--- src/rtl/layer_seq_ctrl_if.sv ---
// ---------------------------------------------------------------------------
// layer_seq_ctrl_if
// Handshake bundle between the transformer-layer sequencer and its
// environment (top model controller plus the seven sub-block engines).
//   ln_start          : pulse from the model controller, run one layer
//   *_done            : sub-block completion pulses (into the sequencer)
//   *_start           : sub-block start pulses (out of the sequencer)
//   attn_head         : head index currently in attention
//   linear2_done      : layer complete pulse
//   busy              : sequencer not idle
//   timeout_err       : stage watchdog expired, layer aborted
// modport master = sequencer side, modport slave = environment side.
// ---------------------------------------------------------------------------
interface layer_seq_ctrl_if #(
  parameter int NUM_HEAD = 12
);
  localparam int HW = (NUM_HEAD > 1) ? $clog2(NUM_HEAD) : 1;

  logic          ln_start;
  logic          ln1_done;
  logic          qkv_done;
  logic          attn_done;
  logic          proj_done;
  logic          ln2_done;
  logic          fc1_done;
  logic          fc2_done;
  logic          ln1_start;
  logic          qkv_start;
  logic          attn_start;
  logic          proj_start;
  logic          ln2_start;
  logic          fc1_start;
  logic          fc2_start;
  logic [HW-1:0] attn_head;
  logic          linear2_done;
  logic          busy;
  logic          timeout_err;

  modport master (
    input  ln_start, ln1_done, qkv_done, attn_done, proj_done,
           ln2_done, fc1_done, fc2_done,
    output ln1_start, qkv_start, attn_start, proj_start, ln2_start,
           fc1_start, fc2_start, attn_head, linear2_done, busy, timeout_err
  );

  modport slave (
    output ln_start, ln1_done, qkv_done, attn_done, proj_done,
           ln2_done, fc1_done, fc2_done,
    input  ln1_start, qkv_start, attn_start, proj_start, ln2_start,
           fc1_start, fc2_start, attn_head, linear2_done, busy, timeout_err
  );
endinterface

--- src/rtl/layer_seq_ctrl.sv ---
// ---------------------------------------------------------------------------
// layer_seq_ctrl
// Sequences one transformer layer through LN1 -> QKV -> ATTN (NUM_HEAD times)
// -> PROJ -> LN2 -> FC1 -> FC2, issuing one-cycle start pulses and waiting for
// each sub-block's done pulse. A per-stage watchdog aborts the layer if a
// stage takes TIMEOUT cycles without completing.
// Ports:
//   clk    : clock, rising edge
//   rst    : asynchronous active-high reset
//   bus_if : layer_seq_ctrl_if.master (see interface file for signal list)
// ---------------------------------------------------------------------------
module layer_seq_ctrl #(
  parameter int NUM_HEAD = 12,
  parameter int TIMEOUT  = 65536
) (
  input  logic                    clk,
  input  logic                    rst,
  layer_seq_ctrl_if.master        bus_if
);

  localparam int HW = (NUM_HEAD > 1) ? $clog2(NUM_HEAD) : 1;
  localparam int WW = $clog2(TIMEOUT + 1);
  localparam logic [HW-1:0] LAST_HEAD = HW'(NUM_HEAD - 1);
  localparam logic [WW-1:0] LAST_WDOG = WW'(TIMEOUT - 1);

  typedef enum logic [2:0] {
    ST_IDLE = 3'd0,
    ST_LN1  = 3'd1,
    ST_QKV  = 3'd2,
    ST_ATTN = 3'd3,
    ST_PROJ = 3'd4,
    ST_LN2  = 3'd5,
    ST_FC1  = 3'd6,
    ST_FC2  = 3'd7
  } state_t;

  state_t        state_q;
  logic [HW-1:0] head_q;
  logic [WW-1:0] wdog_q;
  logic          ln1_start_q;
  logic          qkv_start_q;
  logic          attn_start_q;
  logic          proj_start_q;
  logic          ln2_start_q;
  logic          fc1_start_q;
  logic          fc2_start_q;
  logic          linear2_done_q;
  logic          timeout_err_q;
  logic          done_s;

  // Only the done input belonging to the current stage is honoured.
  always_comb begin
    done_s = 1'b0;
    case (state_q)
      ST_LN1:  done_s = bus_if.ln1_done;
      ST_QKV:  done_s = bus_if.qkv_done;
      ST_ATTN: done_s = bus_if.attn_done;
      ST_PROJ: done_s = bus_if.proj_done;
      ST_LN2:  done_s = bus_if.ln2_done;
      ST_FC1:  done_s = bus_if.fc1_done;
      ST_FC2:  done_s = bus_if.fc2_done;
      default: done_s = 1'b0;
    endcase
  end

  // Sequencer FSM with watchdog, head counter and registered pulse outputs.
  always_ff @(posedge clk or posedge rst) begin
    if (rst) begin
      state_q        <= ST_IDLE;
      head_q         <= '0;
      wdog_q         <= '0;
      ln1_start_q    <= 1'b0;
      qkv_start_q    <= 1'b0;
      attn_start_q   <= 1'b0;
      proj_start_q   <= 1'b0;
      ln2_start_q    <= 1'b0;
      fc1_start_q    <= 1'b0;
      fc2_start_q    <= 1'b0;
      linear2_done_q <= 1'b0;
      timeout_err_q  <= 1'b0;
    end else begin
      // Pulses are one cycle wide unless a transition below re-asserts them.
      ln1_start_q    <= 1'b0;
      qkv_start_q    <= 1'b0;
      attn_start_q   <= 1'b0;
      proj_start_q   <= 1'b0;
      ln2_start_q    <= 1'b0;
      fc1_start_q    <= 1'b0;
      fc2_start_q    <= 1'b0;
      linear2_done_q <= 1'b0;
      timeout_err_q  <= 1'b0;
      case (state_q)
        ST_IDLE: begin
          wdog_q <= '0;
          if (bus_if.ln_start) begin
            state_q     <= ST_LN1;
            ln1_start_q <= 1'b1;
            head_q      <= '0;
          end else begin
            state_q <= ST_IDLE;
          end
        end
        default: begin
          // A done in the expiry cycle wins over the watchdog.
          if (done_s) begin
            wdog_q <= '0;
            case (state_q)
              ST_LN1: begin
                state_q     <= ST_QKV;
                qkv_start_q <= 1'b1;
              end
              ST_QKV: begin
                state_q      <= ST_ATTN;
                attn_start_q <= 1'b1;
              end
              ST_ATTN: begin
                if (head_q == LAST_HEAD) begin
                  head_q       <= '0;
                  state_q      <= ST_PROJ;
                  proj_start_q <= 1'b1;
                end else begin
                  head_q       <= head_q + HW'(1);
                  attn_start_q <= 1'b1;
                end
              end
              ST_PROJ: begin
                state_q     <= ST_LN2;
                ln2_start_q <= 1'b1;
              end
              ST_LN2: begin
                state_q     <= ST_FC1;
                fc1_start_q <= 1'b1;
              end
              ST_FC1: begin
                state_q     <= ST_FC2;
                fc2_start_q <= 1'b1;
              end
              ST_FC2: begin
                state_q        <= ST_IDLE;
                linear2_done_q <= 1'b1;
              end
              default: begin
                state_q <= ST_IDLE;
              end
            endcase
          end else if (wdog_q == LAST_WDOG) begin
            state_q       <= ST_IDLE;
            timeout_err_q <= 1'b1;
            head_q        <= '0;
            wdog_q        <= '0;
          end else begin
            // Saturates implicitly: expiry above fires before any wrap.
            wdog_q <= wdog_q + WW'(1);
          end
        end
      endcase
    end
  end

  assign bus_if.ln1_start    = ln1_start_q;
  assign bus_if.qkv_start    = qkv_start_q;
  assign bus_if.attn_start   = attn_start_q;
  assign bus_if.proj_start   = proj_start_q;
  assign bus_if.ln2_start    = ln2_start_q;
  assign bus_if.fc1_start    = fc1_start_q;
  assign bus_if.fc2_start    = fc2_start_q;
  assign bus_if.attn_head    = head_q;
  assign bus_if.linear2_done = linear2_done_q;
  assign bus_if.timeout_err  = timeout_err_q;
  // busy depends on the registered state alone.
  assign bus_if.busy         = (state_q != ST_IDLE);

endmodule

--- src/flat_wrapper.sv ---
// flat-port wrapper written by rule: the top's interface ports become plain ports
module layer_seq_ctrl_flat 
#(
  parameter int NUM_HEAD = 12,
  parameter int TIMEOUT  = 65536
)
  (clk, rst, bus_if_ln_start, bus_if_ln1_done, bus_if_qkv_done, bus_if_attn_done, bus_if_proj_done, bus_if_ln2_done, bus_if_fc1_done, bus_if_fc2_done, bus_if_ln1_start, bus_if_qkv_start, bus_if_attn_start, bus_if_proj_start, bus_if_ln2_start, bus_if_fc1_start, bus_if_fc2_start, bus_if_attn_head, bus_if_linear2_done, bus_if_busy, bus_if_timeout_err);
  layer_seq_ctrl_if #(.NUM_HEAD(NUM_HEAD)) bus_if_i ();
  input  logic clk;
  input  logic rst;
  input wire logic [$bits(bus_if_i.ln_start)-1:0] bus_if_ln_start;
  input wire logic [$bits(bus_if_i.ln1_done)-1:0] bus_if_ln1_done;
  input wire logic [$bits(bus_if_i.qkv_done)-1:0] bus_if_qkv_done;
  input wire logic [$bits(bus_if_i.attn_done)-1:0] bus_if_attn_done;
  input wire logic [$bits(bus_if_i.proj_done)-1:0] bus_if_proj_done;
  input wire logic [$bits(bus_if_i.ln2_done)-1:0] bus_if_ln2_done;
  input wire logic [$bits(bus_if_i.fc1_done)-1:0] bus_if_fc1_done;
  input wire logic [$bits(bus_if_i.fc2_done)-1:0] bus_if_fc2_done;
  output wire logic [$bits(bus_if_i.ln1_start)-1:0] bus_if_ln1_start;
  output wire logic [$bits(bus_if_i.qkv_start)-1:0] bus_if_qkv_start;
  output wire logic [$bits(bus_if_i.attn_start)-1:0] bus_if_attn_start;
  output wire logic [$bits(bus_if_i.proj_start)-1:0] bus_if_proj_start;
  output wire logic [$bits(bus_if_i.ln2_start)-1:0] bus_if_ln2_start;
  output wire logic [$bits(bus_if_i.fc1_start)-1:0] bus_if_fc1_start;
  output wire logic [$bits(bus_if_i.fc2_start)-1:0] bus_if_fc2_start;
  output wire logic [$bits(bus_if_i.attn_head)-1:0] bus_if_attn_head;
  output wire logic [$bits(bus_if_i.linear2_done)-1:0] bus_if_linear2_done;
  output wire logic [$bits(bus_if_i.busy)-1:0] bus_if_busy;
  output wire logic [$bits(bus_if_i.timeout_err)-1:0] bus_if_timeout_err;
  assign bus_if_i.ln_start = bus_if_ln_start;
  assign bus_if_i.ln1_done = bus_if_ln1_done;
  assign bus_if_i.qkv_done = bus_if_qkv_done;
  assign bus_if_i.attn_done = bus_if_attn_done;
  assign bus_if_i.proj_done = bus_if_proj_done;
  assign bus_if_i.ln2_done = bus_if_ln2_done;
  assign bus_if_i.fc1_done = bus_if_fc1_done;
  assign bus_if_i.fc2_done = bus_if_fc2_done;
  assign bus_if_ln1_start = bus_if_i.ln1_start;
  assign bus_if_qkv_start = bus_if_i.qkv_start;
  assign bus_if_attn_start = bus_if_i.attn_start;
  assign bus_if_proj_start = bus_if_i.proj_start;
  assign bus_if_ln2_start = bus_if_i.ln2_start;
  assign bus_if_fc1_start = bus_if_i.fc1_start;
  assign bus_if_fc2_start = bus_if_i.fc2_start;
  assign bus_if_attn_head = bus_if_i.attn_head;
  assign bus_if_linear2_done = bus_if_i.linear2_done;
  assign bus_if_busy = bus_if_i.busy;
  assign bus_if_timeout_err = bus_if_i.timeout_err;
  layer_seq_ctrl #(.NUM_HEAD(NUM_HEAD), .TIMEOUT(TIMEOUT)) u_core (.clk(clk), .rst(rst), .bus_if(bus_if_i));
endmodule
--- config.mk ---
export PLATFORM = sky130hd
export DESIGN_NAME = layer_seq_ctrl_flat
export DESIGN_NICKNAME = d
export VERILOG_FILES = /design/src/rtl/layer_seq_ctrl_if.sv /design/src/rtl/layer_seq_ctrl.sv /design/src/flat_wrapper.sv
export SDC_FILE = /design/constraint.sdc
export NUM_CORES = 1
export LEC_CHECK = 0
export BUFFER_PORTS_ARGS = -buffer_cell sky130_fd_sc_hd__buf_2
export CORE_UTILIZATION = 55
export DETAILED_ROUTE_END_ITERATION = 10
export MAX_ROUTING_LAYER = met4
export PLACE_DENSITY = 0.89
export REMOVE_ABC_BUFFERS = 1
export SETUP_SLACK_MARGIN = 0.5
export SYNTH_ARGS = -nofsm -noshare
export SYNTH_HDL_FRONTEND = slang
export SYNTH_SLANG_ARGS = --single-unit
--- constraint.sdc ---
create_clock -name clk -period 3.3 [get_ports clk]
set_input_delay 0.66 -clock clk [delete_from_list [all_inputs] [get_ports clk]]
set_output_delay 0.66 -clock clk [all_outputs]
set_load 0.01 [all_outputs]
==> impl_metrics.xml, run 1 <==
<?xml version="1.0" encoding="UTF-8"?>
<metrics>
  <group name="global_route">
    <metric name="grt_max_degree" unit="">34</metric>
    <metric name="globalRouteTotalUtil" unit="">0.2529</metric>
    <metric name="grt-ovfl-total" unit="">0</metric>
    <metric name="global_route_wire_length_before_repair" unit="mm">5.961</metric>
    <metric name="first_global_vias" unit="">1365</metric>
    <metric name="number_of_antenna_violations_at_the_first_check_in_global_routing" unit="">0</metric>
  </group>
  <group name="die">
    <metric name="die_y" unit="um">57.58</metric>
    <metric name="core" unit="um2">2853</metric>
    <metric name="initial_core_util" unit="">0.5956</metric>
    <metric name="num_io_pins" unit="">24</metric>
    <metric name="die_width" unit="um">57.58</metric>
    <metric name="floorplan.die_area" unit="um2">3315</metric>
    <metric name="row_count" unit="">19</metric>
  </group>
  <group name="timing">
    <metric name="worst_slew_margin_rel" unit="">0.7022</metric>
    <metric name="final.period_utilization" unit="">0.7524</metric>
    <metric name="whs" unit="ns">0.4044</metric>
    <metric name="achievable-frequency" unit="GHz">0.4027</metric>
    <metric name="worst_clock_skew" unit="ns">0.01032</metric>
    <metric name="setup_repair_after_global_routing_missed_its_margin" unit="">false</metric>
    <metric name="setup-violations-final" unit="">0</metric>
    <metric name="finalHoldViolCount" unit="">0</metric>
    <metric name="tns" unit="ns">0</metric>
    <metric name="period_needed" unit="ns">2.483</metric>
    <metric name="tightest_slew" unit="ns">0.4466</metric>
    <metric name="finalMaxSlewViolations" unit="">0</metric>
  </group>
  <group name="synth">
    <metric name="synth.ff_latch_count" unit="">33</metric>
    <metric name="synth_edf_count" unit="">0</metric>
    <metric name="synth_cell_type_count" unit="">44</metric>
    <metric name="post_syn_area_per_cell" unit="um2">9.995</metric>
    <metric name="synth_top_cells_by_count" unit="">dfrtp_1 (33), nor2_1 (26), nand2_1 (12)</metric>
    <metric name="synth-async-reset-ratio" unit="">1.000</metric>
    <metric name="synth_most_common_cell" unit="">dfrtp_1</metric>
    <metric name="yosys.area.top_type_share" unit="">0.4860</metric>
    <metric name="synth.largest_area_cell" unit="">dfrtp_1</metric>
    <metric name="syn_area" unit="um2">1699</metric>
    <metric name="synth-main-ff-cell" unit="">dfrtp_1</metric>
    <metric name="synth_cells" unit="">170</metric>
    <metric name="synthTopCellsByArea" unit="">dfrtp_1 (49%), nor2_1 (5.7%), ha_1 (4.4%)</metric>
    <metric name="yosys_warn_count" unit="">0</metric>
    <metric name="post_synthesis_sequential_area_ratio" unit="">0.4860</metric>
  </group>
  <group name="clocking">
    <metric name="cts-resized-gates" unit="">0</metric>
    <metric name="clock-root-buffer" unit="">clkbuf_4</metric>
    <metric name="htreeDepth" unit="">2</metric>
    <metric name="insertion_delay" unit="ns">0.33</metric>
    <metric name="cts.path.max_buffers" unit="">2</metric>
    <metric name="post_cts.repair.setup_buffers" unit="">0</metric>
    <metric name="holdBufCountCts" unit="">0</metric>
    <metric name="clock-sinks" unit="">33</metric>
    <metric name="clk_transition_reported_paths" unit="ns">0.10</metric>
    <metric name="tritoncts.num_buffers" unit="">5</metric>
    <metric name="tritoncts" unit="">done</metric>
  </group>
  <group name="final_layout">
    <metric name="num-nets-final" unit="">214</metric>
    <metric name="finalCoreUtilization" unit="">0.6623</metric>
    <metric name="final_cell_count_no_fill" unit="">230</metric>
    <metric name="area_delta_synth_final" unit="%">11.19</metric>
    <metric name="antenna_diodes" unit="">0</metric>
    <metric name="drive_above_1_share" unit="">0.1809</metric>
  </group>
  <group name="drt">
    <metric name="drc_errors" unit="">0</metric>
    <metric name="totalWireLength" unit="mm">3.456</metric>
    <metric name="ant_nets" unit="">0</metric>
    <metric name="num_vias" unit="">1377</metric>
    <metric name="wl_per_cell" unit="um">15.03</metric>
    <metric name="pre_repair_dr_iteration_count" unit="">4</metric>
    <metric name="detail_route.iter0.violations" unit="">63</metric>
    <metric name="via_per_inst" unit="">5.987</metric>
  </group>
  <group name="hold_path">
    <metric name="min-delay-path-class" unit="">input port to asynchronous set/reset pin</metric>
  </group>
  <group name="placed_design">
    <metric name="detailedPlacementHpwl" unit="mm">2.563</metric>
    <metric name="place.gp.congestion" unit="">0.8995</metric>
    <metric name="place.port_buffers" unit="">23</metric>
    <metric name="placed_cells_incl_taps" unit="">222</metric>
  </group>
  <group name="pwr">
    <metric name="power.static_leakage" unit="nW">0.9221</metric>
    <metric name="power.density_cell_area" unit="nW/um2">500.6</metric>
    <metric name="vdd_drop_max" unit="mV">0.3459</metric>
  </group>
  <group name="job">
    <metric name="timing.max_cap.violations" unit="">0</metric>
  </group>
  <group name="critical_path">
    <metric name="kind_of_capture_point_of_the_worst_setup_path" unit="">output pin</metric>
    <metric name="setup.worst_path.class" unit="">register to output pin</metric>
    <metric name="worst_setup_path_start_kind" unit="">register</metric>
    <metric name="critical_path_required" unit="ns">2.64</metric>
    <metric name="critical_path.max_fanout" unit="">10</metric>
    <metric name="arrival_time_of_data_at_the_critical_path_endpoint" unit="ns">1.82</metric>
  </group>
  <group name="outcome">
    <metric name="status" unit="">finished clean</metric>
  </group>
</metrics>
==> worst paths after layout <==
check,start,to,slack [ns],cells past startpoint
max in group asynchronous,rst,u_core.wdog_q[1],2.60,3
setup reg to reg,u_core.state_q[0],u_core.bus_if.attn_head[3],1.05,7
min in group clk,u_core.wdog_q[0],u_core.wdog_q[0],0.47,1
hold reg to reg,u_core.wdog_q[0],u_core.wdog_q[0],0.47,1
hold / removal,rst,u_core.state_q[0],0.40,3
setup / recovery,u_core.state_q[0],bus_if_busy,0.82,5
==> metal layers <==
layer | up-vias | track usage | routed length (um)
li1 | 653 | - | -
met1 | 655 | 0.2787 | 1389
met2 | 55 | 0.4203 | 1804
met3 | 14 | 0.06122 | 173
met4 | 0 | 0.1359 | 88
met5 | - | - | 0
==> cell type report <==
| class | instances | area [um2] |
|---|---|---|
| Clock buffer | 8 | 48.80 |
| Multi-Input combinational cell | 125 | 819.5 |
| Tap cell | 31 | 38.79 |
| Fill cell | 237 | 963.4 |
| Sequential cell | 33 | 825.8 |
| Timing Repair Buffer | 24 | 122.6 |
| Inverter | 9 | 33.78 |
==> cells by family (layout without fill, tap and decap cells) <==
logic type / count (synthesis) / after routing / synth area share
AO/OA/AOI/OAI: 26 / 26 / 0.1112
AND/OR/NAND/NOR: 77 / 77 / 0.2423
multiplexers: 2 / 2 / 0.01252
XOR/XNOR: 14 / 14 / 0.07217
flip-flops: 33 / 33 / 0.4860
adder cells (fa/ha/maj): 6 / 6 / 0.04418
buffers and inverters: 12 / 41 / 0.03166
==> power breakdown <==
| part | switching (mW) | internal, mW |
|---|---|---|
| Clock | 0.126 | 0.0848 |
| Combinational | 0.194 | 0.0981 |
| Sequential | 0.0165 | 0.426 |
| Total | 0.337 | 0.609 |
==> critical path, cell delays in order, from the launching register on <==
cell     delay [ns]
dfrtp_1        0.43
inv_1          0.12
ha_1           0.40
nor2b_1        0.25
inv_1          0.13
buf_2          0.16
==> per-stage QoR <==
stage / cell area, um2 / setup slack, ns / total power [mW]
3_3_place_gp: 1841 / 1.229 / 0.7172
4_1_cts: 1889 / 0.8343 / 0.9436
6_report: 1889 / 0.8170 / 0.9458
3_5_place_dp: 1841 / 1.136 / 0.7340
5_1_grt: 1889 / 0.7466 / 0.9996
2_1_floorplan: 1679 / 1.388 / 0.6543
==> flip-flops by register name (all words and copies together), names as in the netlist <==
signal	flops
u_core.wdog_q	17
u_core.bus_if.fc1_start	1
u_core.bus_if.attn_start	1
u_core.bus_if.proj_start	1
u_core.bus_if.fc2_start	1
u_core.bus_if.qkv_start	1
u_core.bus_if.linear2_done	1
u_core.bus_if.ln1_start	1
u_core.bus_if.timeout_err	1
u_core.bus_if.attn_head	4
u_core.bus_if.ln2_start	1
u_core.state_q	3
==> cell usage in the layout (no fill, tap or decap), types with 3 or more instances in the layout <==
cell type / synthesis / layout
xnor2_1: 7 / 7
nand3_1: 6 / 6
inv_1: 9 / 9
nor2_1: 26 / 26
clkbuf_1: 1 / 3
xor2_1: 7 / 7
ha_1: 6 / 6
dfrtp_1: 33 / 33
nand4_1: 5 / 5
clkbuf_4: 0 / 5
and2_1: 6 / 6
nor3_1: 5 / 5
buf_2: 1 / 23
and3_1: 5 / 5
a31oi_1: 3 / 3
nand2_1: 12 / 12
a21oi_1: 4 / 4
No activity file was read; power rests on OpenSTA's default activity.
==> inputs of run 2 (changes only) <==
--- a/config.mk
+++ b/config.mk
@@ -6,10 +6,10 @@
 export NUM_CORES = 1
 export LEC_CHECK = 0
 export BUFFER_PORTS_ARGS = -buffer_cell sky130_fd_sc_hd__buf_2
-export CORE_UTILIZATION = 55
+export CORE_UTILIZATION = 51
 export DETAILED_ROUTE_END_ITERATION = 10
 export MAX_ROUTING_LAYER = met4
-export PLACE_DENSITY = 0.89
+export PLACE_DENSITY = 0.87
 export REMOVE_ABC_BUFFERS = 1
 export SETUP_SLACK_MARGIN = 0.5
 export SYNTH_ARGS = -nofsm -noshare
==> constraint.sdc (replaced) <==
create_clock -name clk -period 2.15 [get_ports clk]
set_input_delay 0.43 -clock clk [delete_from_list [all_inputs] [get_ports clk]]
set_output_delay 0.43 -clock clk [all_outputs]
set_load 0.01 [all_outputs]
==> impl_metrics.xml, run 2 (synthesized netlist as in run 1, its figures left out) <==
<?xml version="1.0" encoding="UTF-8"?>
<metrics>
  <group name="outcome">
    <metric name="status" unit="">finished clean</metric>
  </group>
  <group name="global_route">
    <metric name="grt.busiest_layer" unit="">met2</metric>
    <metric name="grt_max_degree" unit="">34</metric>
    <metric name="global_route_wire_length_before_repair" unit="mm">6.196</metric>
    <metric name="first_global_vias" unit="">1352</metric>
    <metric name="globalRouteTotalUtil" unit="">0.2455</metric>
    <metric name="grt.met3_usage" unit="">0.06277</metric>
    <metric name="grt-ovfl-total" unit="">0</metric>
    <metric name="number_of_antenna_violations_at_the_first_check_in_global_routing" unit="">0</metric>
    <metric name="use_met1" unit="">0.3024</metric>
    <metric name="gr-usage-met2" unit="">0.3905</metric>
  </group>
  <group name="clocking">
    <metric name="holdBufCountCts" unit="">0</metric>
    <metric name="cts.path.max_buffers" unit="">2</metric>
    <metric name="clk_transition_reported_paths" unit="ns">0.09</metric>
    <metric name="insertion_delay" unit="ns">0.33</metric>
    <metric name="clock-root-buffer" unit="">clkbuf_4</metric>
    <metric name="htreeDepth" unit="">2</metric>
    <metric name="tritoncts" unit="">done</metric>
    <metric name="tritoncts.num_buffers" unit="">5</metric>
    <metric name="clock-sinks" unit="">33</metric>
  </group>
  <group name="final_layout">
    <metric name="area_delta_synth_final" unit="%">30.93</metric>
    <metric name="design_area" unit="um2">2225</metric>
    <metric name="drive_above_1_share" unit="">0.3767</metric>
    <metric name="finalCoreUtilization" unit="">0.7169</metric>
    <metric name="num-nets-final" unit="">231</metric>
    <metric name="layout_common_cells" unit="">dfrtp_1 (33), nor2_1 (23), buf_2 (22)</metric>
    <metric name="max_ffs_per_register" unit="">17</metric>
    <metric name="largest_register" unit="">u_core.wdog_q</metric>
    <metric name="final_cell_count_no_fill" unit="">259</metric>
    <metric name="antenna_diodes" unit="">0</metric>
    <metric name="layout_commonest_cell" unit="">dfrtp_1</metric>
  </group>
  <group name="placed_design">
    <metric name="detailedPlacementHpwl" unit="mm">2.435</metric>
    <metric name="place.gp.congestion" unit="">0.9084</metric>
    <metric name="post_dp_cell_area" unit="um2">1879</metric>
    <metric name="worst_setup_slack_before_clock_tree_synthesis" unit="ns">0.06735</metric>
    <metric name="placed_cells_incl_taps" unit="">238</metric>
    <metric name="place.port_buffers" unit="">23</metric>
  </group>
  <group name="timing">
    <metric name="worst_clock_skew" unit="ns">0.004046</metric>
    <metric name="achievable-frequency" unit="GHz">0.5371</metric>
    <metric name="tightest_slew" unit="ns">0.4282</metric>
    <metric name="whs" unit="ns">0.1606</metric>
    <metric name="final.setup.worst_slack" unit="ns">0.2883</metric>
    <metric name="finalMaxSlewViolations" unit="">0</metric>
    <metric name="finalHoldViolCount" unit="">0</metric>
    <metric name="worst_slew_margin_rel" unit="">0.7135</metric>
    <metric name="period_needed" unit="ns">1.862</metric>
    <metric name="setup-violations-final" unit="">0</metric>
    <metric name="tns" unit="ns">0</metric>
    <metric name="final.period_utilization" unit="">0.8659</metric>
    <metric name="setup_repair_after_global_routing_missed_its_margin" unit="">true</metric>
  </group>
  <group name="die">
    <metric name="die_width" unit="um">59.72</metric>
    <metric name="row_count" unit="">20</metric>
    <metric name="num_io_pins" unit="">24</metric>
    <metric name="die_y" unit="um">59.72</metric>
    <metric name="floorplan.die_area" unit="um2">3566</metric>
    <metric name="initial_core_util" unit="">0.5476</metric>
    <metric name="core" unit="um2">3103</metric>
  </group>
  <group name="critical_path">
    <metric name="worst_setup_path_start_kind" unit="">register</metric>
    <metric name="worst_path_largest_cell_delay" unit="ns">0.44</metric>
    <metric name="crit_path_top_delay_cell" unit="">dfrtp_1</metric>
    <metric name="setup.worst_path.class" unit="">register to register</metric>
    <metric name="kind_of_capture_point_of_the_worst_setup_path" unit="">register</metric>
    <metric name="arrival_time_of_data_at_the_critical_path_endpoint" unit="ns">2.07</metric>
    <metric name="critical_path_required" unit="ns">2.36</metric>
    <metric name="path_cells" unit="">inv_2 -&gt; ha_4 -&gt; a22o_4 -&gt; o2bb2ai_4 -&gt; and3_4 -&gt; a22o_1 -&gt; a32oi_1</metric>
    <metric name="critical_path.max_fanout" unit="">5</metric>
  </group>
  <group name="pwr">
    <metric name="power.density_cell_area" unit="nW/um2">835.6</metric>
    <metric name="power.static_leakage" unit="nW">1.048</metric>
    <metric name="vdd_drop_max" unit="mV">0.5052</metric>
    <metric name="p_total" unit="mW">1.859</metric>
  </group>
  <group name="drt">
    <metric name="pre_repair_dr_iteration_count" unit="">4</metric>
    <metric name="ant_nets" unit="">0</metric>
    <metric name="via_per_inst" unit="">5.537</metric>
    <metric name="detail_route.iter0.violations" unit="">69</metric>
    <metric name="drc_errors" unit="">0</metric>
    <metric name="wl_per_cell" unit="um">15.11</metric>
    <metric name="totalWireLength" unit="mm">3.914</metric>
    <metric name="num_vias" unit="">1434</metric>
  </group>
  <group name="job">
    <metric name="timing.max_cap.violations" unit="">0</metric>
  </group>
  <group name="hold_path">
    <metric name="min-delay-path-class" unit="">input port to asynchronous set/reset pin</metric>
  </group>
</metrics>
==> run 2: cell types whose count changed in the layout (fill, tap and decap cells not counted), sizes merged <==
cell,delta
buf,+17
clkbuf,-1
==> run 2: metal layers <==
layer,vias up,share of wire,wire length (um)
met5,-,0,0
met4,0,0.022,85
met3,10,0.049,192
met2,41,0.50,1962
met1,703,0.43,1673
li1,680,-,-
==> run 2: timing repair <==
| action | in CTS | in global routing |
|---|---|---|
| setup buffers | 11 | 3 |
| gates resized for setup | 27 | 17 |
| pin swaps | 14 | 8 |
| setup endpoints to repair | 29 | 32 |
==> run 2: cell type report <==
| cell class | instances | area, um2 |
|---|---|---|
| clock buffers | 7 | 55.05 |
| fillers | 217 | 878.3 |
| inverters | 9 | 33.78 |
| multi-input cells | 125 | 987.2 |
| flip-flops and latches | 33 | 825.8 |
| well taps | 44 | 55.05 |
| repair buffers | 41 | 267.8 |
==> run 2: final timing paths <==
kind / from / cells past startpoint / slack [ns] / to
max: u_core.state_q[0] / 7 / 0.29 / u_core.state_q[0]
min: rst / 3 / 0.16 / u_core.wdog_q[6]
max reg2reg: u_core.state_q[0] / 7 / 0.29 / u_core.state_q[0]
min reg2reg: u_core.wdog_q[0] / 1 / 0.47 / u_core.wdog_q[0]
max in group asynchronous: rst / 3 / 1.70 / u_core.bus_if.ln1_start
min in group clk: bus_if_ln_start / 2 / 0.38 / u_core.bus_if.ln1_start
==> run 2: worst max-delay path: cells and delay by family, from the launching register on <==
kind | cells | cell delay [ns]
AO/OA/AOI/OAI | 4 | 0.73
buffers and inverters | 1 | 0.10
adder cells (fa/ha/maj) | 1 | 0.18
flip-flops | 1 | 0.44
AND/OR/NAND/NOR | 1 | 0.28
==> run 2: report_power, final <==
part / internal (mW) / switching [mW]
logic: 0.398 / 0.427
clock network: 0.154 / 0.198
registers: 0.654 / 0.0278
==> inputs of run 3 (changes only) <==
--- a/config.mk
+++ b/config.mk
@@ -6,12 +6,13 @@
 export NUM_CORES = 1
 export LEC_CHECK = 0
 export BUFFER_PORTS_ARGS = -buffer_cell sky130_fd_sc_hd__buf_2
+export CAP_MARGIN = 20
 export CORE_UTILIZATION = 51
 export DETAILED_ROUTE_END_ITERATION = 10
 export MAX_ROUTING_LAYER = met4
 export PLACE_DENSITY = 0.87
-export REMOVE_ABC_BUFFERS = 1
 export SETUP_SLACK_MARGIN = 0.5
 export SYNTH_ARGS = -nofsm -noshare
 export SYNTH_HDL_FRONTEND = slang
 export SYNTH_SLANG_ARGS = --single-unit
+export TNS_END_PERCENT = 30
==> impl_metrics.xml, run 3 (synthesized netlist as in run 1, its figures left out) <==
<?xml version="1.0" encoding="UTF-8"?>
<metrics>
  <group name="outcome">
    <metric name="status" unit="">finished clean</metric>
  </group>
  <group name="die">
    <metric name="row_count" unit="">20</metric>
    <metric name="die_width" unit="um">59.72</metric>
    <metric name="num_io_pins" unit="">24</metric>
    <metric name="core" unit="um2">3103</metric>
    <metric name="initial_core_util" unit="">0.5476</metric>
    <metric name="floorplan.die_area" unit="um2">3566</metric>
    <metric name="die_y" unit="um">59.72</metric>
  </group>
  <group name="clocking">
    <metric name="clock-sinks" unit="">33</metric>
    <metric name="cts.path.max_buffers" unit="">2</metric>
    <metric name="htreeDepth" unit="">2</metric>
    <metric name="tritoncts" unit="">done</metric>
    <metric name="tritoncts.num_buffers" unit="">5</metric>
    <metric name="clock-root-buffer" unit="">clkbuf_4</metric>
    <metric name="holdBufCountCts" unit="">0</metric>
    <metric name="clk_transition_reported_paths" unit="ns">0.09</metric>
    <metric name="insertion_delay" unit="ns">0.34</metric>
  </group>
  <group name="drt">
    <metric name="pre_repair_dr_iteration_count" unit="">5</metric>
    <metric name="totalWireLength" unit="mm">3.905</metric>
    <metric name="via_per_inst" unit="">5.675</metric>
    <metric name="num_vias" unit="">1430</metric>
    <metric name="ant_nets" unit="">0</metric>
    <metric name="detail_route.iter0.violations" unit="">99</metric>
    <metric name="wl_per_cell" unit="um">15.50</metric>
    <metric name="drc_errors" unit="">0</metric>
  </group>
  <group name="critical_path">
    <metric name="worst_setup_path_start_kind" unit="">register</metric>
    <metric name="kind_of_capture_point_of_the_worst_setup_path" unit="">register</metric>
    <metric name="timing.reg2reg.worst_path_depth" unit="">7</metric>
    <metric name="setup.worst_path.class" unit="">register to register</metric>
    <metric name="worstReg2RegStart" unit="">u_core.state_q[0]</metric>
    <metric name="reg2reg_to" unit="">u_core.state_q[1]</metric>
    <metric name="critical_path_required" unit="ns">2.42</metric>
    <metric name="worst_path_largest_cell_delay" unit="ns">0.46</metric>
    <metric name="cp-startpoint" unit="">u_core.state_q[0]</metric>
    <metric name="critical_path.max_fanout" unit="">5</metric>
    <metric name="crit_path_top_delay_cell" unit="">dfrtp_2</metric>
    <metric name="ff2ff_setup_slack" unit="ns">0.26</metric>
    <metric name="arrival_time_of_data_at_the_critical_path_endpoint" unit="ns">2.16</metric>
    <metric name="critical_path.endpoint" unit="">u_core.state_q[1]</metric>
    <metric name="path_cells" unit="">inv_4 -&gt; ha_4 -&gt; a22o_4 -&gt; o2bb2ai_4 -&gt; and3_4 -&gt; a22o_1 -&gt; a32o_1</metric>
  </group>
  <group name="pwr">
    <metric name="power_frac_clock" unit="">0.198</metric>
    <metric name="power.static_leakage" unit="nW">0.9921</metric>
    <metric name="seq_power_share" unit="">0.396</metric>
    <metric name="vdd_drop_max" unit="mV">0.5810</metric>
    <metric name="power.density_cell_area" unit="nW/um2">838.1</metric>
    <metric name="switching_share" unit="">0.3579</metric>
    <metric name="cellInternalPower" unit="mW">1.133</metric>
    <metric name="net-switching-power" unit="mW">0.6315</metric>
    <metric name="power.combinational.fraction" unit="">0.406</metric>
  </group>
  <group name="job">
    <metric name="timing.max_cap.violations" unit="">0</metric>
  </group>
  <group name="global_route">
    <metric name="grt_max_degree" unit="">34</metric>
    <metric name="globalRouteTotalUtil" unit="">0.2401</metric>
    <metric name="number_of_antenna_violations_at_the_first_check_in_global_routing" unit="">0</metric>
    <metric name="grt-ovfl-total" unit="">0</metric>
    <metric name="first_global_vias" unit="">1305</metric>
    <metric name="global_route_wire_length_before_repair" unit="mm">5.878</metric>
  </group>
  <group name="hold_path">
    <metric name="min-delay-path-class" unit="">input port to asynchronous set/reset pin</metric>
  </group>
  <group name="final_layout">
    <metric name="num-nets-final" unit="">224</metric>
    <metric name="antenna_diodes" unit="">0</metric>
    <metric name="layout_commonest_cell" unit="">dfrtp_1</metric>
    <metric name="drive_above_1_share" unit="">0.3029</metric>
    <metric name="max_ffs_per_register" unit="">17</metric>
    <metric name="layout_common_cells" unit="">dfrtp_1 (30), nor2_1 (26), buf_2 (23)</metric>
    <metric name="design_area" unit="um2">2106</metric>
    <metric name="finalCoreUtilization" unit="">0.6786</metric>
    <metric name="area_delta_synth_final" unit="%">23.93</metric>
    <metric name="largest_register" unit="">u_core.wdog_q</metric>
  </group>
  <group name="timing">
    <metric name="final.setup.worst_slack" unit="ns">0.2565</metric>
    <metric name="tightest_slew" unit="ns">0.4258</metric>
    <metric name="worst_slew_margin_rel" unit="">0.7151</metric>
    <metric name="finalMaxSlewViolations" unit="">0</metric>
    <metric name="setup-violations-final" unit="">0</metric>
    <metric name="tns" unit="ns">0</metric>
    <metric name="achievable-frequency" unit="GHz">0.5281</metric>
    <metric name="final.period_utilization" unit="">0.8807</metric>
    <metric name="worst_clock_skew" unit="ns">0.008672</metric>
    <metric name="setup_repair_after_global_routing_missed_its_margin" unit="">true</metric>
    <metric name="finalHoldViolCount" unit="">0</metric>
    <metric name="whs" unit="ns">0.1551</metric>
    <metric name="period_needed" unit="ns">1.894</metric>
  </group>
  <group name="placed_design">
    <metric name="place.gp.congestion" unit="">0.8658</metric>
    <metric name="post_dp_cell_area" unit="um2">1927</metric>
    <metric name="worst_setup_slack_before_clock_tree_synthesis" unit="ns">0.2881</metric>
    <metric name="place.port_buffers" unit="">23</metric>
    <metric name="detailedPlacementHpwl" unit="mm">2.431</metric>
  </group>
  <group name="synth">
    <metric name="mappedNetlistNets" unit="">186</metric>
  </group>
</metrics>
[run 3: cell type report]
class                   instances  area [um2]
inverters                       9       38.79
fillers                       246       997.2
clock buffers                   7       55.05
well taps                      44       55.05
flip-flops and latches         33       829.5
multi-input cells             125       922.1
repair buffers                 34       205.2
[run 3: routing by layer]
metal,wire [um],share of wire,GRT usage
met5,0,0,-
met4,74,0.019,0.07973
met3,306,0.078,0.07143
met2,1950,0.50,0.3825
met1,1573,0.40,0.2918
[run 3: power groups by stage]
stage	logic (mW)	registers, mW	clock network [mW]
3_5_place_dp	0.511	0.697	0
3_3_place_gp	0.494	0.693	0
5_1_grt	0.755	0.703	0.395
2_1_floorplan	0.412	0.694	0
4_1_cts	0.616	0.690	0.357
6_report	0.716	0.698	0.350
[run 3: stage by stage]
step	power (mW)	instances
after floorplan	1.106	170
after global placement	1.187	237
after detailed placement	1.208	237
after CTS	1.662	250
after global routing	1.852	252
final	1.765	252
[run 3: what timing repair did]
item                       in CTS  in global routing
resized for setup               3                 13
pin swaps                       3                  8
buffers inserted                6                  2
setup endpoints to repair      29                 29
[run 3: worst min path at each step]
| stage | from | to | slack, ns | depth (start not counted) |
|---|---|---|---|---|
| 2_1_floorplan | u_core.wdog_q[0] | u_core.wdog_q[0] | 0.43 | 1 |
| 3_3_place_gp | u_core.wdog_q[0] | u_core.wdog_q[0] | 0.45 | 1 |
| 3_5_place_dp | u_core.wdog_q[0] | u_core.wdog_q[0] | 0.47 | 1 |
| 4_1_cts | rst | u_core.wdog_q[1] | 0.17 | 3 |
| 5_1_grt | rst | u_core.wdog_q[1] | 0.21 | 3 |
| 6_report | rst | u_core.wdog_q[1] | 0.16 | 3 |
[run 3: worst max-delay path, delay by kind of cell, from the launching register on]
kind,cells,cell delay (ns)
AOI/OAI and AO/OA,4,0.82
DFF,1,0.46
and+or+nand+nor,1,0.28
adders and majority gates,1,0.18
buffers and inverters,1,0.08
